===== src/rtl/imem_port_arbiter.sv =====
// Round-robin arbiter sharing a single-port instruction memory between CPU fetch and loader/debug.
// Latency: req in IDLE -> gnt/mem_en next cycle -> rvalid the cycle after; one access per 2 cycles.
// Backpressure: requesters hold req until their gnt pulse. IMEM_BOOT_HOLD_EN masks fetch until l_done.
module imem_port_arbiter #(
    parameter int DEPTH_W = 5,
    parameter int DATA_W  = 32
) (
    input  logic               clk,
    input  logic               rst,
    input  logic               f_req,
    input  logic [31:0]        f_addr,
    output logic               f_gnt,
    output logic               f_rvalid,
    output logic [DATA_W-1:0]  f_rdata,
    input  logic               l_req,
    input  logic               l_we,
    input  logic [31:0]        l_addr,
    input  logic [DATA_W-1:0]  l_wdata,
    input  logic               l_done,
    output logic               l_gnt,
    output logic               l_rvalid,
    output logic [DATA_W-1:0]  l_rdata,
    output logic               mem_en,
    output logic               mem_we,
    output logic [DEPTH_W-1:0] mem_addr,
    output logic [DATA_W-1:0]  mem_wdata,
    input  logic [DATA_W-1:0]  mem_rdata
);

    typedef enum logic {IDLE, ISSUE} state_t;
    typedef enum logic {FETCH, LOADER} who_t;

    state_t            state;
    who_t              last_winner;
    logic              f_pend, l_pend;
    logic [DATA_W-1:0] f_hold, l_hold;
    logic              f_elig, f_win;

    // Address bits outside the word index are deliberately dropped.
    logic unused_bits;
    assign unused_bits = ^{f_addr[31:DEPTH_W+2], f_addr[1:0],
                           l_addr[31:DEPTH_W+2], l_addr[1:0], l_done};

`ifdef IMEM_BOOT_HOLD_EN
    logic boot_done;
    always_ff @(posedge clk or posedge rst) begin
        if (rst)
            boot_done <= 1'b0;
        else if (l_done)
            boot_done <= 1'b1;
    end
    assign f_elig = f_req & boot_done;
`else
    assign f_elig = f_req;
`endif

    assign f_win = f_elig & (~l_req | (last_winner == LOADER));

    // Memory data arrives during the rvalid cycle; afterwards the captured copy is shown.
    assign f_rdata = f_rvalid ? mem_rdata : f_hold;
    assign l_rdata = l_rvalid ? mem_rdata : l_hold;

    always_ff @(posedge clk or posedge rst) begin
        if (rst) begin
            state       <= IDLE;
            last_winner <= LOADER;
            f_gnt       <= 1'b0;
            l_gnt       <= 1'b0;
            f_rvalid    <= 1'b0;
            l_rvalid    <= 1'b0;
            mem_en      <= 1'b0;
            mem_we      <= 1'b0;
            mem_addr    <= '0;
            mem_wdata   <= '0;
            f_pend      <= 1'b0;
            l_pend      <= 1'b0;
            f_hold      <= '0;
            l_hold      <= '0;
        end else begin
            f_rvalid <= 1'b0;
            l_rvalid <= 1'b0;
            if (f_rvalid)
                f_hold <= mem_rdata;
            if (l_rvalid)
                l_hold <= mem_rdata;
            case (state)
                IDLE: begin
                    if (f_elig || l_req) begin
                        state       <= ISSUE;
                        mem_en      <= 1'b1;
                        mem_we      <= ~f_win & l_we;
                        mem_addr    <= f_win ? f_addr[DEPTH_W+1:2] : l_addr[DEPTH_W+1:2];
                        mem_wdata   <= f_win ? '0 : l_wdata;
                        f_gnt       <= f_win;
                        l_gnt       <= ~f_win;
                        last_winner <= f_win ? FETCH : LOADER;
                        f_pend      <= f_win;
                        l_pend      <= ~f_win & ~l_we;
                    end
                end
                ISSUE: begin
                    state    <= IDLE;
                    mem_en   <= 1'b0;
                    mem_we   <= 1'b0;
                    f_gnt    <= 1'b0;
                    l_gnt    <= 1'b0;
                    f_rvalid <= f_pend;
                    l_rvalid <= l_pend;
                    f_pend   <= 1'b0;
                    l_pend   <= 1'b0;
                end
                default: state <= IDLE;
            endcase
        end
    end

endmodule


===== config.mk =====
export PLATFORM = sky130hd
export DESIGN_NAME = imem_port_arbiter
export DESIGN_NICKNAME = d
export VERILOG_FILES = /design/src/rtl/imem_port_arbiter.sv
export SDC_FILE = /design/constraint.sdc
export NUM_CORES = 1
export LEC_CHECK = 0
export CELL_PAD_IN_SITES_DETAIL_PLACEMENT = 1
export CELL_PAD_IN_SITES_GLOBAL_PLACEMENT = 1
export CORE_MARGIN = 5
export CORE_UTILIZATION = 30
export CTS_BUF_LIST = sky130_fd_sc_hd__clkbuf_4 sky130_fd_sc_hd__clkbuf_8
export DETAILED_ROUTE_END_ITERATION = 8
export GPL_ROUTABILITY_DRIVEN = 0
export MAX_ROUTING_LAYER = met4
export PLACE_DENSITY = 0.87
export SLEW_MARGIN = 20
export SYNTH_ARGS = -nofsm -noshare
export SYNTH_HDL_FRONTEND = slang
export SYNTH_SLANG_ARGS = --single-unit

===== constraint.sdc =====
create_clock -name clk -period 4.5 [get_ports clk]
set_clock_uncertainty 0.1 [all_clocks]
set_input_delay 0.675 -clock clk [delete_from_list [all_inputs] [get_ports clk]]
set_output_delay 0.675 -clock clk [all_outputs]
set_load 0.03 [all_outputs]

==> impl_metrics.py <==
metrics = {
    "drt": {
        "drc": 0,
        "dr.first_iter.drc_count": 73,
        "postRouteAntennaNets": 0,
        "vias": 2912,
        "number_of_vias_per_cell": 4.615,
        "detail_route.wl_per_cell_um": 18.68,
        "detailedRoute.firstPassIterationCount": 4,
        "drt_wl_total_um": 11790,
    },
    "cells_and_area": {
        "final_common_cell": "sky130_fd_sc_hd__clkdlybuf4s50_1",
        "drive_gt1_share_pct": 18.85,
        "flow.area_growth_from_synthesis_pct": 51.23,
        "num_antenna_cells": 0,
        "final_nets": 580,
        "num-fill-cells": 1426,
        "layout.cells.most_common_list": "sky130_fd_sc_hd__clkdlybuf4s50_1, sky130_fd_sc_hd__dfrtp_1, sky130_fd_sc_hd__mux2_2",
    },
    "pwr": {
        "net_sw_share_pct": 38.67,
        "sequentialPowerShare_pct": 35.7,
        "total_leakage_power_nw": 2.626,
        "cellInternalPower_w": 0.002460,
        "net-switching-power_w": 0.001551,
        "worst_ir_drop_vdd_uv": 259.0,
        "clock_power_share_pct": 14.8,
        "cellPowerDensity_mw_per_mm2": 633.7,
        "p_comb_share_pct": 49.4,
    },
    "floorplan": {
        "floorplan.io_pins": 241,
        "dieArea_mm2": 0.01642,
        "rows": 43,
        "dieWidth_um": 128.1,
        "core_area_mm2": 0.01377,
        "die_boundary_height_um": 128.1,
        "initial_utilization_pct": 30.40,
    },
    "clocking": {
        "clkSlewWorstSetupHoldPaths_ps": 110,
        "clock-sinks": 110,
        "htree_levels": 3,
        "cts_tree": "yes",
        "cts-buffers-inserted": 9,
        "post_cts_hold_buffer_count": 0,
        "post-cts-setup-buffer-count": 0,
        "cts_max_path_buffers": 2,
        "cts_root_buffer": "sky130_fd_sc_hd__clkbuf_8",
        "clk_latency_ps": 370,
        "ctsResizeCount": 0,
    },
    "sta": {
        "max_clock_freq_mhz": 297.1,
        "min_period_over_period_pct": 74.80,
        "tightestPinTransition_ps": 993.5,
        "final_hold_slack_ps": 393.0,
        "report.final.setup_viol": 0,
        "fin_crit_ps": 3366,
        "tns_ps": 0,
        "max_slew_margin_pct": 33.59,
        "final-max-slew-violation-count": 0,
        "setup_repair_after_global_routing_missed_its_margin": "no",
        "final_hold_viol_count": 0,
    },
    "synthesis": {
        "number_of_library_cell_types_mapped_by_synthesis": 23,
        "syn_avg_cell_area_um2": 15.74,
        "post_synth_instance_area_mm2": 0.004187,
        "post_synth_inst_count": 266,
        "combinational_family_with_the_most_area_after_synthesis": "multiplexers",
        "muxShareOfSynthArea_pct": 17.48,
        "sequential_fraction_of_the_synthesis_area_pct": 65.78,
        "synth_compound_area_share_pct": 10.94,
        "synth_fp_nets": 400,
        "yosys_warnings": 0,
        "yosys_register_bits": 110,
        "synth_simple_gate_area_share_pct": 1.853,
        "synth-main-ff-cell": "sky130_fd_sc_hd__dfrtp_1",
        "synth_async_sr_flop_share_pct": 100.0,
        "synth-edff-count": 0,
        "post_synth_xor_area_fraction_pct": 0,
        "adder_and_majority_gate_portion_of_the_synthesized_area_pct": 0,
    },
    "critical_path": {
        "crit_slowest_cell": "sky130_fd_sc_hd__dfrtp_1",
        "cp_slowest_stage_delay_ps": 780,
        "worstPathCellList": "buf_4 -> mux2_2 -> clkdlybuf4s50_1",
        "crit_path_end_kind": "output port",
        "critical_path_peak_fanout": 20,
        "timing.critical_path.arrival_ps": 2590,
        "cp-start-kind": "register",
        "worst_reg_to_reg_path_cell_count": 3,
        "critical_path_required_ps": 3720,
        "worst-setup-path-type": "register to output port",
    },
    "run_status": {
        "run_status": "complete, no violations",
    },
    "grt": {
        "globalRouteOverflowTotal": 0,
        "track_usage_pct": 14.62,
        "maximum_number_of_pins_on_one_net_before_global_route_repair": 90,
        "number_of_antenna_violations_at_the_first_check_in_global_routing": 0,
        "grt_pass1_vias": 3374,
        "grt_pass1_wl_um": 18370,
    },
    "min_path": {
        "hold_path_depth": 1,
        "worst_min_delay_path_category": "register to register",
    },
    "flow_run": {
        "maxCapViolations": 0,
    },
    "placement": {
        "port-buffer-count": 185,
        "dp_hpwl_um": 8663,
    },
}
worst paths after layout:
| check | slack, ps | from | endpoint |
|---|---|---|---|
| max | 1130 | l_rvalid | l_rdata[31] |
| min | 390 | l_pend | l_rvalid |
| max reg2reg | 2330 | state | mem_wdata[24] |
| min reg2reg | 390 | l_pend | l_rvalid |
| max in group asynchronous | 2750 | rst | mem_wdata[0] |
| min in group asynchronous | 730 | rst | l_hold[26] |
state kept, by name, indices dropped and copies added, names as in the netlist:
signal	cells
l_gnt	1
l_hold	32
mem_we	1
f_hold	32
l_rvalid	1
mem_en	1
mem_addr	5
last_winner	1
f_rvalid	1
mem_wdata	32
f_pend	1
l_pend	1
state	1
power by group through the flow:
stage	clock [W]	sequential, W	combinational [W]
floorplan	0	0.00156	0.00105
global placement	0	0.00143	0.00196
detailed placement	0	0.00146	0.00201
CTS	0.000624	0.00144	0.00202
global route	0.000655	0.00147	0.00208
finish	0.000596	0.00143	0.00198
critical path, delay by kind of cell, from the launching register on:
kind	cells	cell delay, ps
buffers and inverters	2	1050
flip-flops	1	780
multiplexers	1	380
Yosys cell counts, drive strengths merged, types with 2 or more instances:
cell	count	share of area, %
dfrtp	109	65
mux2	65	17
a22o	32	6.7
buf	16	3.4
o21ai	9	1.1
a2bb2oi	5	1.0
a31oi	5	0.75
a21oi	4	0.75
and2b	3	0.54
clkbuf	3	0.27
inv	3	0.27
nor2	3	0.27
and2	2	0.30
nand2b	2	0.48
cell type report:
| type | instances | area [µm²] | share of cell area (%) |
|---|---|---|---|
| Inverter | 3 | 16.27 | 0.2569 |
| Clock buffer | 10 | 131.4 | 2.075 |
| Sequential cell | 110 | 2754 | 43.50 |
| Multi-Input combinational cell | 134 | 1267 | 20.02 |
| Clock inverter | 6 | 62.56 | 0.9881 |
| Tap cell | 180 | 225.2 | 3.557 |
| Timing Repair Buffer | 188 | 1874 | 29.60 |
per-stage QoR:
step | std cells | util (%) | power (W) | cell area, µm² | setup slack [ps]
after global routing | 631 | 45.97 | 0.004203 | 6331 | 964.9
after global placement | 615 | 44.54 | 0.003396 | 6135 | 1499
after detailed placement | 615 | 44.54 | 0.003469 | 6135 | 1399
after floorplan | 266 | - | 0.002608 | 4187 | 824.4
final | 631 | 45.97 | 0.004012 | 6331 | 1134
after CTS | 631 | 45.95 | 0.004080 | 6329 | 1024
routing by layer:
metal | global-route usage (%) | vias up | wire, µm
li1 | - | 1314 | -
met1 | 17.01 | 1476 | 4871
met2 | 24.46 | 100 | 6075
met3 | 3.375 | 22 | 562
met4 | 5.930 | 0 | 279
met5 | - | - | 0
logic make-up after synthesis:
logic type	after synthesis
and+or+nand+nor	12
DFF	110
buffers and inverters	22
AOI/OAI and AO/OA	57
muxes	65
Note: power is estimated with default switching activity, not from simulation.
